File: src/rtl/if_stage_pkg.sv
// Shared definitions for the instruction-fetch stage.
//   NOP_INSTR    : canonical bubble (addi x0, x0, 0)
//   if_state_e   : fetch controller states
//   is_compressed: true when an instruction word carries an RV32C encoding
package if_stage_pkg;

  localparam logic [31:0] NOP_INSTR = 32'h0000_0013;

  typedef enum logic [1:0] {
    IF_IDLE,
    IF_FETCH,
    IF_DRAIN
  } if_state_e;

  function automatic logic is_compressed(input logic [31:0] instr);
    return instr[1:0] != 2'b11;
  endfunction

endpackage

File: src/rtl/if_stage_fetch_fifo.sv
// Synchronous prefetch FIFO holding {instr, pc} pairs between the memory
// response port and the IF/ID register.
// Ports:
//   clk, rst_n         clock, asynchronous active-low reset
//   clear              drop all entries (takes priority over push/pop)
//   push, push_data    write an entry (ignored when full unless popping too)
//   pop, pop_data      consume the head entry; pop_data always shows the head
//   full, empty, count occupancy status
module fetch_fifo
  import if_stage_pkg::*;
#(
  parameter int DEPTH = 2,
  parameter int WIDTH = 64
) (
  input  logic                       clk,
  input  logic                       rst_n,
  input  logic                       clear,
  input  logic                       push,
  input  logic [WIDTH-1:0]           push_data,
  input  logic                       pop,
  output logic [WIDTH-1:0]           pop_data,
  output logic                       full,
  output logic                       empty,
  output logic [$clog2(DEPTH):0]     count
);

  localparam int AW = $clog2(DEPTH);
  localparam int CW = AW + 1;

  logic [WIDTH-1:0] mem [DEPTH];
  logic [AW-1:0]    wr_ptr;
  logic [AW-1:0]    rd_ptr;
  logic             do_push;
  logic             do_pop;

  assign full     = (count == CW'(DEPTH));
  assign empty    = (count == '0);
  // A full FIFO may still accept a write in the same cycle its head leaves.
  assign do_push  = push && (!full || pop) && !clear;
  assign do_pop   = pop && !empty && !clear;
  assign pop_data = mem[rd_ptr];

  // Control: pointers and occupancy (DEPTH is a power of two, pointers wrap)
  always_ff @(posedge clk or negedge rst_n) begin
    if (!rst_n) begin
      wr_ptr <= '0;
      rd_ptr <= '0;
      count  <= '0;
    end else if (clear) begin
      wr_ptr <= '0;
      rd_ptr <= '0;
      count  <= '0;
    end else begin
      if (do_push) wr_ptr <= wr_ptr + AW'(1);
      if (do_pop)  rd_ptr <= rd_ptr + AW'(1);
      count <= count + CW'(do_push) - CW'(do_pop);
    end
  end

  // Storage: data only, no reset
  always_ff @(posedge clk) begin
    if (do_push) mem[wr_ptr] <= push_data;
  end

endmodule

File: src/rtl/if_stage.sv
// Instruction-fetch stage feeding ID_stage.
// Holds the fetch PC, issues word requests on a req/gnt/rvalid memory port,
// buffers in-order responses in a prefetch FIFO and registers {instr, pc,
// valid} into the IF/ID register. A redirect restarts fetch at a new target
// and silently drops responses still owed to the old stream.
// Ports:
//   clk, rst_n                 clock, asynchronous active-low reset
//   stall / flush              hold / squash the IF/ID register
//   redirect_i, redirect_pc_i  new fetch stream (target forced word-aligned)
//   instr_req_o, instr_addr_o  memory request and word address
//   instr_gnt_i                request accepted
//   instr_rvalid_i, instr_rdata_i  in-order response
//   IF_instr_o, IF_pc_o, IF_valid_o  IF/ID register contents
//   IF_instr_c_illegal_o       registered instruction is a compressed encoding
module if_stage
  import if_stage_pkg::*;
#(
  parameter logic [31:0] BOOT_ADDR  = 32'h0000_0000,
  parameter int          FIFO_DEPTH = 2
) (
  input  logic        clk,
  input  logic        rst_n,
  input  logic        stall,
  input  logic        flush,
  input  logic        redirect_i,
  input  logic [31:0] redirect_pc_i,
  output logic        instr_req_o,
  output logic [31:0] instr_addr_o,
  input  logic        instr_gnt_i,
  input  logic        instr_rvalid_i,
  input  logic [31:0] instr_rdata_i,
  output logic [31:0] IF_instr_o,
  output logic [31:0] IF_pc_o,
  output logic        IF_valid_o,
  output logic        IF_instr_c_illegal_o
);

  localparam int CW = $clog2(FIFO_DEPTH) + 1;

  if_state_e      state_q, state_d;
  logic [31:0]    fetch_pc_q;
  logic [31:0]    resp_pc_q;
  logic [CW-1:0]  outstanding_q, outstanding_d;
  logic [CW-1:0]  discard_q, discard_d;
  logic [31:0]    redirect_target;

  logic [CW-1:0]  fifo_count;
  logic           fifo_full;
  logic           fifo_empty;
  logic           fifo_push;
  logic           fifo_pop;
  logic [63:0]    fifo_head;

  logic           gnt_acc;
  logic           rvalid_ok;
  logic           drop_resp;
  logic           accept;
  logic           advance;
  logic           bypass;

  // IF/ID register: _p0 is the next value, _p1 the registered copy
  logic [31:0]    instr_p0, instr_p1;
  logic [31:0]    pc_p0, pc_p1;
  logic           vld_p0, vld_p1;
  logic           c_ill_p0, c_ill_p1;

  assign redirect_target = {redirect_pc_i[31:2], 2'b00};

  // Requests are throttled so every owed response has a FIFO slot waiting,
  // and suppressed during a redirect so the new stream starts cleanly.
  assign instr_req_o  = (state_q != IF_IDLE) && !redirect_i &&
                        ((outstanding_q + fifo_count) < CW'(FIFO_DEPTH));
  assign instr_addr_o = fetch_pc_q;

  assign gnt_acc   = instr_req_o && instr_gnt_i;
  // A response with nothing outstanding is a protocol violation; ignore it.
  assign rvalid_ok = instr_rvalid_i && (outstanding_q != '0);
  assign drop_resp = rvalid_ok && (discard_q != '0);
  assign accept    = rvalid_ok && (discard_q == '0) && !redirect_i;

  assign outstanding_d = outstanding_q + CW'(gnt_acc) - CW'(rvalid_ok);
  // On redirect everything still in flight belongs to the old stream.
  assign discard_d     = redirect_i ? outstanding_d : (discard_q - CW'(drop_resp));

  assign advance   = !flush && !stall;
  assign fifo_pop  = advance && !redirect_i && !fifo_empty;
  assign bypass    = advance && fifo_empty && accept;
  assign fifo_push = accept && !bypass && (!fifo_full || fifo_pop);

  fetch_fifo #(
    .DEPTH (FIFO_DEPTH),
    .WIDTH (64)
  ) u_fifo (
    .clk       (clk),
    .rst_n     (rst_n),
    .clear     (redirect_i),
    .push      (fifo_push),
    .push_data ({instr_rdata_i, resp_pc_q}),
    .pop       (fifo_pop),
    .pop_data  (fifo_head),
    .full      (fifo_full),
    .empty     (fifo_empty),
    .count     (fifo_count)
  );

  // Fetch controller next state
  always_comb begin
    state_d = state_q;
    case (state_q)
      IF_IDLE:  state_d = IF_FETCH;
      IF_FETCH,
      IF_DRAIN: state_d = (discard_d != '0) ? IF_DRAIN : IF_FETCH;
      default:  state_d = IF_IDLE;
    endcase
  end

  always_ff @(posedge clk or negedge rst_n) begin
    if (!rst_n) begin
      state_q       <= IF_IDLE;
      fetch_pc_q    <= BOOT_ADDR;
      resp_pc_q     <= BOOT_ADDR;
      outstanding_q <= '0;
      discard_q     <= '0;
    end else begin
      state_q       <= state_d;
      outstanding_q <= outstanding_d;
      discard_q     <= discard_d;
      if (redirect_i)   fetch_pc_q <= redirect_target;
      else if (gnt_acc) fetch_pc_q <= fetch_pc_q + 32'd4;
      if (redirect_i)   resp_pc_q  <= redirect_target;
      else if (accept)  resp_pc_q  <= resp_pc_q + 32'd4;
    end
  end

  // p0 -> p1: IF/ID register next value (flush > stall > advance)
  always_comb begin
    instr_p0 = instr_p1;
    pc_p0    = pc_p1;
    vld_p0   = vld_p1;
    if (flush) begin
      instr_p0 = NOP_INSTR;
      pc_p0    = '0;
      vld_p0   = 1'b0;
    end else if (!stall) begin
      if (redirect_i) begin
        // Anything queued is on the abandoned path; insert a bubble.
        instr_p0 = NOP_INSTR;
        pc_p0    = '0;
        vld_p0   = 1'b0;
      end else if (!fifo_empty) begin
        instr_p0 = fifo_head[63:32];
        pc_p0    = fifo_head[31:0];
        vld_p0   = 1'b1;
      end else if (accept) begin
        instr_p0 = instr_rdata_i;
        pc_p0    = resp_pc_q;
        vld_p0   = 1'b1;
      end else begin
        instr_p0 = NOP_INSTR;
        pc_p0    = '0;
        vld_p0   = 1'b0;
      end
    end
    c_ill_p0 = vld_p0 && is_compressed(instr_p0);
  end

  always_ff @(posedge clk or negedge rst_n) begin
    if (!rst_n) begin
      instr_p1 <= NOP_INSTR;
      pc_p1    <= '0;
      vld_p1   <= 1'b0;
      c_ill_p1 <= 1'b0;
    end else begin
      instr_p1 <= instr_p0;
      pc_p1    <= pc_p0;
      vld_p1   <= vld_p0;
      c_ill_p1 <= c_ill_p0;
    end
  end

  assign IF_instr_o           = instr_p1;
  assign IF_pc_o              = pc_p1;
  assign IF_valid_o           = vld_p1;
  assign IF_instr_c_illegal_o = c_ill_p1;

endmodule

File: config.mk
export PLATFORM = sky130hd
export DESIGN_NAME = if_stage
export DESIGN_NICKNAME = d
export VERILOG_FILES = /design/src/rtl/if_stage_pkg.sv /design/src/rtl/if_stage_fetch_fifo.sv /design/src/rtl/if_stage.sv
export SDC_FILE = /design/constraint.sdc
export NUM_CORES = 1
export LEC_CHECK = 0
export ABC_CLOCK_PERIOD_IN_PS = 5600
export CAP_MARGIN = 15
export CORE_MARGIN = 2
export CORE_UTILIZATION = 40
export DETAILED_ROUTE_END_ITERATION = 16
export PLACE_DENSITY = 0.68
export SLEW_MARGIN = 20
export SYNTH_ARGS = -nofsm -noshare
export SYNTH_HDL_FRONTEND = slang
export SYNTH_HIERARCHICAL = 1
export SYNTH_SLANG_ARGS = --single-unit
File: constraint.sdc
create_clock -name clk -period 5.6 [get_ports clk]
set_clock_uncertainty 0.05 [all_clocks]
set_input_delay 1.12 -clock clk [delete_from_list [all_inputs] [get_ports clk]]
set_output_delay 1.12 -clock clk [all_outputs]
set_load 0.01 [all_outputs]
==> impl_results.md, run 1 <==
- Critical Path RT: 4.43 ns
- Met3 Wirelength: 1.773 mm
- Final hold vios: 0
- Clk_lat worst skew: 0.54 ns
- Clock sink total: 264
- Die Footprint: 30,210 um2
- HP Class: flop to flop
- Grt ovf: 0
- Clock transition at the registers of the reported paths: 0.06 ns
- Clock power frac: 38.8%
- CP cell instances: clkdlybuf4s50_1 > nor3_1 > clkdlybuf4s50_1
- RSZ-0062 raised after global routing: no
- Mux contribution to synthesized area: 9.871%
- Crit. End Element: output port
- Clock root buffer: clkbuf_16
- Status: completed
- Register area share after synthesis: 62.86%
- Via count: 7,754
- Static leakage: 5.869 nW
- Layout area overhead: 26.27%
- Chip width: 173.8 um
- Final setup vio count: 0
- Share of layout cells above drive strength 1: 17.12%
- DR top layer: met4
- Synth async-reset ratio: 51.52%
- P_int: 3.572 mW
- Post-synthesis adder-cell area fraction: 0.9762%
- Wire per inst: 19.64 um
- IO Pins: 170
- Setup slack, reg-to-reg: 2.59 ns
- Final core utilization: 51.02%
- Post-cts sizing count: 0
- Psw: 1.216 mW
- Buf/Inv on CP: 2
- CP Class: input port to output port
- First-pass GRT wire length: 44.28 mm
- Total GRT Usage: 18.40%
- Fin crit period: 3.929 ns
- Setup TNS: 0 ns
- Vias in the first global route: 7,886
- Total power: 4.787 mW
- Num rows: 62
- Largest net degree at the start of global routing: 84
- GP Congestion: 0.7836
- Syn_area_per_cell: 13.59 um2
- Pre-Repair DR Iteration Count: 7
- Diodes inserted: 0
- Core area: 28,550 um2
- Slew headroom: 39.38%
- Port Buffers: 165
- Final WL: 27.96 mm
- Routed met2 length: 12.79 mm
- Hold_buf cts: 0
- # nets final: 1,098
- Placed cell area: 13,630 um2
- CP max stage delay: 0.72 ns
- Max clock buf depth: 3
- Logic pwr share: 13.5%
- Final ANT Viol Nets: 0
- Period utilisation layout: 70.17%
- Seq cells post-synth: 264
- Synthesized area: 11,530 um2
- DP Wirelength: 17.81 mm
- Level count of the clock H-tree: 1
- Initial DRC count: 685
- Seq pwr share: 47.7%
- Design area: 14,570 um2
- Fin. max-slew vios: 0
- Main combinational cell family by area after synthesis: multiplexers
- Synth Flop Type: dfrtp_1
- CTS buffer count: 29
- CP max-delay cell: clkdlybuf4s50_1
- Final WS setup: 1.671 ns
- Critical Path AT: 2.76 ns
- Post-synth EDFFs: 128
- Fillers: 2,524
- Crit path max-delay family: buffers and inverters
- Setup WS pre-CTS: 1.413 ns
- M1 wire length: 12.86 mm
- Hold Path Origin: IF_pc_o[27]
- Crit path top cell by count: clkdlybuf4s50_1
- Syn Inst Count: 849
- CP max FO: 11
- XOR/XNOR Fraction of Synth Area: 4.371%
- Worst r2r src: state_q[0]
- Sw frac: 25.39%
- Achievable Freq: 254.5 MHz
- Vias per std cell: 5.445
- Die height: 173.8 um
- VDD IR max: 0.2085 mV
- Number of max-cap violations: 0
- Critical path origin: redirect_i
- DRC viols: 0
- Initial Utilization: 40.41%
- Tightest Pin Transition: 0.9074 ns
- Worst setup SP type: input port
- Synth Area in Compound Gates: 8.320%
- CTS tree: yes
- Post-Synth Simple-Gate Area: 9.177%
- Initial antenna violation count: 0
- Synth warn: 6
- Pwr dens: 328.7 nW/um2
- Post-CTS setup repair buffer count: 0
- Synth cell types: 61
## through the flow
step | hold WS, ns | std cells
floorplan | 0.4139 | 854
global placement | 0.4430 | 1371
detailed placement | 0.4429 | 1371
CTS | 0.4593 | 1424
global route | 0.4886 | 1424
finish | 0.4594 | 1424
## synthesized netlist by cell type (3+ instances only)
master / number / area share (%)
nor2_1: 25 / 0.81
nor3b_1: 3 / 0.20
nor4_2: 5 / 0.54
mux2i_1: 8 / 0.69
and2_1: 6 / 0.33
nand4_1: 21 / 1.1
dfstp_2: 3 / 0.68
xor2_1: 28 / 2.1
nand3_1: 28 / 1.2
mux2_2: 94 / 9.2
dfrtp_1: 133 / 29
and3_1: 6 / 0.33
nand2_1: 25 / 0.81
a21oi_1: 13 / 0.56
o31a_1: 6 / 0.46
a222oi_1: 59 / 5.1
nor3_1: 15 / 0.65
xnor2_1: 27 / 2.1
inv_1: 77 / 2.5
buf_2: 15 / 0.65
edfxtp_1: 128 / 33
nor4b_2: 3 / 0.39
nor2b_1: 4 / 0.22
nor4_1: 11 / 0.60
ha_1: 9 / 0.98
clkbuf_1: 29 / 0.94
nand2b_1: 10 / 0.54
a21boi_0: 7 / 0.46
and4_1: 7 / 0.53
## worst paths after layout
kind | depth (start not counted) | end
worst max-delay path | 3 | instr_req_o
worst min-delay path | 2 | IF_pc_o[27]
worst max register to register | 14 | state_q[0]
worst min register to register | 2 | IF_pc_o[27]
max in group asynchronous | 2 | resp_pc_q[18]
min in group asynchronous | 1 | IF_instr_o[9]
## cells by family (layout without fill, tap and decap cells)
group	after synthesis	count (layout)
AOI/OAI and AO/OA	110	110
other	1	6
DFF	264	264
and+or+nand+nor	181	181
muxes	102	102
buffers and inverters	126	312
adders and majority gates	9	9
xor gates and xnor gates	56	56
## registers in the layout, indices dropped and copies added, names as in the netlist, 2 cells and up
signal and flops:
outstanding_q 2, u_fifo/count 2, IF_instr_o 32, resp_pc_q 30, discard_q 2, u_fifo/mem 128
state_q 2, IF_pc_o 32, instr_addr_o 30
## layout by cell type (no fill, tap or decap), types with 4 or more instances in the layout
cell / netlist / final
a21boi_0: 7 / 7
a21oi_1: 13 / 13
a222oi_1: 59 / 59
and2_1: 6 / 6
and3_1: 6 / 6
and4_1: 7 / 6
buf_4: 2 / 14
clkbuf_1: 29 / 9
clkbuf_16: 0 / 29
clkbuf_8: 0 / 5
clkdlybuf4s50_1: 0 / 164
clkinv_2: 0 / 4
conb_1: 1 / 6
dfrtp_1: 133 / 132
edfxtp_1: 128 / 128
ha_1: 9 / 9
inv_1: 77 / 77
mux2_2: 94 / 94
mux2i_1: 8 / 8
nand2_1: 25 / 25
nand2b_1: 10 / 10
nand3_1: 28 / 28
nand4_1: 21 / 21
nor2_1: 25 / 23
nor3_1: 15 / 15
nor4_1: 11 / 11
nor4_2: 5 / 5
o31a_1: 6 / 6
xnor2_1: 27 / 26
xor2_1: 28 / 28
## worst register-to-register path: stages, from the launching register on
cell and delay, ns:
dfrtp_1 0.38, inv_1 0.06, ha_1 0.53, nor2_1 0.08, nand2_1 0.36, nor2_1 0.11
inv_1 0.17, ha_1 0.26, inv_1 0.06, ha_1 0.15, xnor3_1 0.24, mux2i_1 0.17
nor2_1 0.08, a21oi_1 0.15, nor2_1 0.05
## power groups by stage
stage / clock [mW] / sequential, mW / combinational [mW]
final: 1.86 / 2.28 / 0.645
after global routing: 1.99 / 2.30 / 0.707
after CTS: 1.90 / 2.28 / 0.650
after detailed placement: 0 / 2.32 / 0.645
after global placement: 0 / 2.31 / 0.632
after floorplan: 0 / 2.30 / 0.369
## cell type report
cell class | instances | area [um2] | share of cell area, %
clock buffer | 43 | 828.3 | 5.687
timing repair buffer | 180 | 1778 | 12.21
sequential | 264 | 7252 | 49.79
clock inverter | 10 | 102.6 | 0.7044
multi-input combinational | 464 | 3827 | 26.28
inverter | 79 | 296.5 | 2.036
tap | 384 | 480.5 | 3.299
## layer usage
| layer | vias up | GRT usage, % |
|---|---|---|
| met1 | 3901 | 26.81 |
| met3 | 45 | 2.785 |
| met2 | 284 | 29.03 |
| li1 | 3524 | - |
| met5 | - | 0 |
| met4 | 0 | 4.482 |
No activity file was read; power rests on OpenSTA's default activity.
==> run 2: changes to the inputs <==
--- a/config.mk
+++ b/config.mk
@@ -5,7 +5,7 @@
 export SDC_FILE = /design/constraint.sdc
 export NUM_CORES = 1
 export LEC_CHECK = 0
-export ABC_CLOCK_PERIOD_IN_PS = 5600
+export ABC_CLOCK_PERIOD_IN_PS = 4100
 export CAP_MARGIN = 15
 export CORE_MARGIN = 2
 export CORE_UTILIZATION = 40
==> constraint.sdc (replaced) <==
create_clock -name clk -period 4.1 [get_ports clk]
set_clock_uncertainty 0.05 [all_clocks]
set_input_delay 0.82 -clock clk [delete_from_list [all_inputs] [get_ports clk]]
set_output_delay 0.82 -clock clk [all_outputs]
set_load 0.01 [all_outputs]
==> impl_results.md, run 2 (synthesis results as in run 1) <==
- Pwr dens: 442.1 nW/um2 (+35%)
- Clock root buffer: clkbuf_16
- RSZ-0062 raised after global routing: no
- Total power: 6.450 mW (+35%)
- IO Pins: 170 (unchanged)
- Crit path max-delay family: buffers and inverters
- Max clock buf depth: 3 (unchanged)
- Number of max-cap violations: 0 (unchanged)
- Commonest cells after routing, fill and taps aside: clkdlybuf4s50_1 (164), dfrtp_1 (132), edfxtp_1 (128)
- Num rows: 62 (unchanged)
- Critical Path AT: 2.43 ns (-0.33 ns)
- GP Congestion: 0.8111 (+3.5%)
- Share of layout cells above drive strength 1: 16.95% (-0.16 points)
- Core area: 28,550 um2 (unchanged)
- DP Wirelength: 18.14 mm (+1.9%)
- Final setup vio count: 0 (unchanged)
- Final ANT Viol Nets: 0 (unchanged)
- Period utilisation layout: 80.50%
- Reg2Reg Depth: 13 (-1)
- DRC viols: 0 (unchanged)
- Diodes inserted: 0 (unchanged)
- First-pass GRT wire length: 44.12 mm (-0.36%)
- Via count: 7,737 (-0.22%)
- CP max-delay cell: clkdlybuf4s50_1
- Buf/Inv on CP: 3 (+1)
- CTS tree: yes
- Max reg flops: 128 (unchanged)
- Clk_lat worst skew: 0.54 ns (about the same)
- Grt ovf: 0 (unchanged)
- Fillers: 2,508 (-0.63%)
- Achievable Freq: 303.0 MHz
- Crit. End Element: output port
- Tightest Pin Transition: 0.8152 ns (-0.09228 ns)
- Crit path depth: 4 (+1)
- Die height: 173.8 um (unchanged)
- Pre-Repair DR Iteration Count: 7 (unchanged)
- Crit path top cell by count: clkdlybuf4s50_1
- Initial antenna violation count: 0 (unchanged)
- Setup TNS: 0 ns (unchanged)
- Initial Utilization: 40.41% (unchanged)
- Static leakage: 5.879 nW (+0.18%)
- CP max stage delay: 0.58 ns (-0.14 ns)
- VDD IR max: 0.3110 mV (+49%)
- Chip width: 173.8 um (unchanged)
- Post-CTS setup repair buffer count: 0 (unchanged)
- Wire per inst: 19.61 um (-0.16%)
- CP Class: input port to output port
- Initial DRC count: 647 (-5.5%)
- Fin crit period: 3.301 ns
- Post-cts sizing count: 0 (unchanged)
- Final WL: 28.00 mm (+0.13%)
- Most common cell after layout, fill and taps aside: clkdlybuf4s50_1
- Sequential cell area: 7252 um2 (unchanged)
- Slew headroom: 45.51% (+6.1 points)
- Total GRT Usage: 18.27% (-0.12 points)
- CP cell instances: clkdlybuf4s50_1 > buf_4 > nor3_1 > clkdlybuf4s50_1
- Largest net degree at the start of global routing: 81 (-3.6%)
- Setup slack, reg-to-reg: 1.01 ns (-1.58 ns)
- # placed instances: 1,376 (+0.36%)
- Level count of the clock H-tree: 1 (unchanged)
- Most flop-heavy register: u_fifo/mem
- # nets final: 1,102 (+0.36%)
- Fin. max-slew vios: 0 (unchanged)
- Clock transition at the registers of the reported paths: 0.06 ns (about the same)
- Layout area overhead: 26.49%
- CP max FO: 6 (-5)
- CTS buffer count: 28 (-3.4%)
- HP Class: input port to asynchronous set/reset pin
- Port Buffers: 165 (unchanged)
- Worst setup SP type: input port
- Vias per std cell: 5.418 (-0.50%)
- Post-Layout Cell Count: 1,428 (+0.28%)
- Hold_buf cts: 0 (unchanged)
- Hold Slack: 0.2643 ns (-0.1951 ns)
- Final hold vios: 0 (unchanged)
- Clock sink total: 264 (unchanged)
- Area of the multi-input gates: 3827 um2 (unchanged)
- Die Footprint: 30,210 um2 (unchanged)
- Critical Path RT: 3.23 ns (-1.20 ns)
- Status: completed
- Vias in the first global route: 7,922 (+0.46%)
## run 2: changes by cell type in the layout (fill, tap and decap cells not counted)
cell	before	now
clkinv_2	4	2
clkinvlp_4	2	0
clkinv_8	0	1
clkinv_1	2	1
buf_4	14	16
inv_4	0	1
clkbuf_16	29	28
clkbuf_8	5	2
clkbuf_1	9	15
buf_12	1	4
## run 2: final cells by class
type	count	share of cell area [%]
flip-flops and latches	264	49.70
multi-input cells	464	26.23
clock buffers	45	5.377
inverters	79	2.032
repair buffers	185	12.70
clock inverters	7	0.6603
well taps	384	3.293
## run 2: routing by layer
layer	vias to the layer above	GRT usage, %	routed length (um)
li1	3545	-	-
met1	3851	25.50	12620
met2	289	29.63	13040
met3	52	3.004	1626
met4	0	5.112	705
met5	-	0	0
## run 2: worst register-to-register path, delay by kind of cell, from the launching register on
family | cells | cell delay [ns]
simple gates | 3 | 0.23
mux | 1 | 0.20
xor+xnor | 3 | 0.95
buf+inv | 3 | 0.55
fa+ha+maj | 2 | 0.40
compound gates | 1 | 0.15
flops | 1 | 0.47
## run 2: worst paths after layout
path                                      start             to
worst max-delay path                 redirect_i    instr_req_o
worst min-delay path                      rst_n  IF_instr_o[6]
worst max register to register  u_fifo/count[1]     state_q[0]
worst min register to register       IF_pc_o[6]     IF_pc_o[6]
max in group asynchronous                 rst_n  IF_instr_o[0]
min in group clk                     IF_pc_o[6]     IF_pc_o[6]
## run 2: report_power, final
part	total (mW)	internal (mW)	switching (mW)
Clock	2.44	1.43	1.01
Combinational	0.890	0.426	0.464
Sequential	3.12	2.94	0.172
## run 2: metrics by stage
step | cell area (um2) | worst slack (ns) | util, %
final | 14590 | 0.7994 | 51.11
after global routing | 14590 | 0.6965 | 51.11
after CTS | 14590 | 0.7807 | 51.11
after detailed placement | 13710 | 0.4763 | 48.02
after global placement | 13710 | 0.4854 | 48.02
after floorplan | 11550 | -1.053 | -
==> run 3: changes to the inputs <==
--- a/config.mk
+++ b/config.mk
@@ -5,7 +5,7 @@
 export SDC_FILE = /design/constraint.sdc
 export NUM_CORES = 1
 export LEC_CHECK = 0
-export ABC_CLOCK_PERIOD_IN_PS = 4100
+export ABC_CLOCK_PERIOD_IN_PS = 3250
 export CAP_MARGIN = 15
 export CORE_MARGIN = 2
 export CORE_UTILIZATION = 40
==> constraint.sdc (replaced) <==
create_clock -name clk -period 3.25 [get_ports clk]
set_clock_uncertainty 0.05 [all_clocks]
set_input_delay 0.65 -clock clk [delete_from_list [all_inputs] [get_ports clk]]
set_output_delay 0.65 -clock clk [all_outputs]
set_load 0.01 [all_outputs]
==> impl_results.md, run 3 (synthesis results as in run 1) <==
- Status: completed
- DRC viols: 0 (unchanged)
- Clock transition at the registers of the reported paths: 0.06 ns (about the same)
- Initial Utilization: 40.41% (unchanged)
- Vias in the first global route: 7,948 (+0.33%)
- Diodes inserted: 0 (unchanged)
- Grt ovf: 0 (unchanged)
- Most flop-heavy register: u_fifo/mem
- VDD IR max: 0.3402 mV (+9.4%)
- Max clock buf depth: 3 (unchanged)
- CTS buffer count: 27 (-3.6%)
- Share of layout cells above drive strength 1: 18.75% (+1.8 points)
- Final setup vio count: 0 (unchanged)
- Area of the multi-input gates: 3827 um2 (unchanged)
- Hold Slack: 0.08081 ns (-0.1835 ns)
- Most common cell after layout, fill and taps aside: clkdlybuf4s50_1
- Clk_lat worst skew: 0.53 ns (about the same)
- First-pass GRT wire length: 43.95 mm (-0.37%)
- Die height: 173.8 um (unchanged)
- Fin. max-slew vios: 0 (unchanged)
- GP Congestion: 0.8253 (+1.8%)
- Post-cts sizing count: 0 (unchanged)
- Number of max-cap violations: 0 (unchanged)
- CP Class: flop to output port
- Chip width: 173.8 um (unchanged)
- Core area: 28,550 um2 (unchanged)
- Hold_buf cts: 0 (unchanged)
- Initial DRC count: 721 (+11%)
- Num rows: 62 (unchanged)
- Fin crit period: 3.111 ns
- Sequential cell area: 7252 um2 (unchanged)
- Period utilisation layout: 95.73%
- Buf/Inv on CP: 2 (-1)
- CTS tree: yes
- Total power: 8.140 mW (+26%)
- RSZ-0062 raised after global routing: no
- Post-CTS setup repair buffer count: 0 (unchanged)
- Largest net degree at the start of global routing: 63 (-22%)
- CP cell instances: xor2_1 > xnor2_2 > buf_4 > nor3_1 > clkdlybuf4s50_1
- Via count: 7,728 (-0.12%)
- Final core utilization: 51.54% (+0.43 points)
- Commonest cells after routing, fill and taps aside: clkdlybuf4s50_1 (164), dfrtp_1 (132), edfxtp_1 (128)
- Achievable Freq: 321.4 MHz
- Critical Path AT: 2.41 ns (-0.02 ns)
- DP Wirelength: 18.61 mm (+2.6%)
- Die Footprint: 30,210 um2 (unchanged)
- Pwr dens: 553.3 nW/um2 (+25%)
- Setup WS pre-CTS: 0.1948 ns (-0.2815 ns)
- Layout area overhead: 27.55%
- Total GRT Usage: 18.25% (-0.028 points)
- Final hold vios: 0 (unchanged)
- CP max FO: 19 (+13)
- Crit. End Element: output port
- Slew headroom: 40.64% (-4.9 points)
- Pre-Repair DR Iteration Count: 8 (+1)
- Level count of the clock H-tree: 1 (unchanged)
- Fillers: 2,501 (-0.28%)
- CP max stage delay: 0.58 ns (about the same)
- Clock root buffer: clkbuf_16
- Wire per inst: 19.27 um (-1.7%)
- Tightest Pin Transition: 0.8880 ns (+0.07288 ns)
- Final WL: 27.74 mm (-0.91%)
- Static leakage: 5.951 nW (+1.2%)
- IO Pins: 170 (unchanged)
- Critical Path RT: 2.55 ns (-0.68 ns)
- Max reg flops: 128 (unchanged)
- Worst setup SP type: flop
- Final WS setup: 0.1387 ns (-0.6606 ns)
- Setup TNS: 0 ns (unchanged)
- HP Class: input port to asynchronous set/reset pin
- CP max-delay cell: clkdlybuf4s50_1
- Clock sink total: 264 (unchanged)
- Vias per std cell: 5.367 (-0.95%)
- Crit path max-delay family: buffers and inverters
- Port Buffers: 165 (unchanged)
- Initial antenna violation count: 0 (unchanged)
- # nets final: 1,116 (+1.3%)
- Final ANT Viol Nets: 0 (unchanged)
## run 3: changes by cell type in the layout (fill, tap and decap cells not counted), sizes merged
cell      before  now
inv           80   79
bufinv         2    3
clkinv         4   11
buf           21   36
clkbuf        45   31
clkinvlp       0    4
## run 3: through the flow
step | cell area [um2] | cells
2_1_floorplan | 11560 | 854
3_3_place_gp | 13830 | 1391
3_5_place_dp | 13830 | 1391
4_1_cts | 14710 | 1440
5_1_grt | 14710 | 1440
6_report | 14710 | 1440
## run 3: layout make-up
type	count	area share, %
flip-flops and latches	264	49.29
inverters	79	2.015
multi-input cells	464	26.01
well taps	384	3.266
clock inverters	18	1.208
repair buffers	200	13.45
clock buffers	31	4.762
## run 3: path summary, 6_finish.rpt
kind,from,end,slack [ns],depth (start not counted)
max reg2reg,state_q[0],state_q[0],0.58,14
max,outstanding_q[1],instr_req_o,0.14,5
min reg2reg,IF_pc_o[0],IF_pc_o[0],0.45,1
max in group asynchronous,rst_n,IF_instr_o[1],2.27,2
min,rst_n,IF_instr_o[10],0.08,1
min in group clk,IF_pc_o[0],IF_pc_o[0],0.45,1
## run 3: routing by layer
metal / GRT usage (%) / wire (um) / vias up / part of all wire, %
li1: - / - / 3567 / -
met1: 26.40 / 12700 / 3846 / 46
met2: 29.23 / 12860 / 276 / 46
met3: 2.719 / 1709 / 39 / 6.2
met4: 4.062 / 469 / 0 / 1.7
met5: 0 / 0 / - / 0
## run 3: where the power goes
part	internal (mW)	switching [mW]
Combinational	0.555	0.589
Clock	1.79	1.28
Sequential	3.71	0.220
Total	6.05	2.09
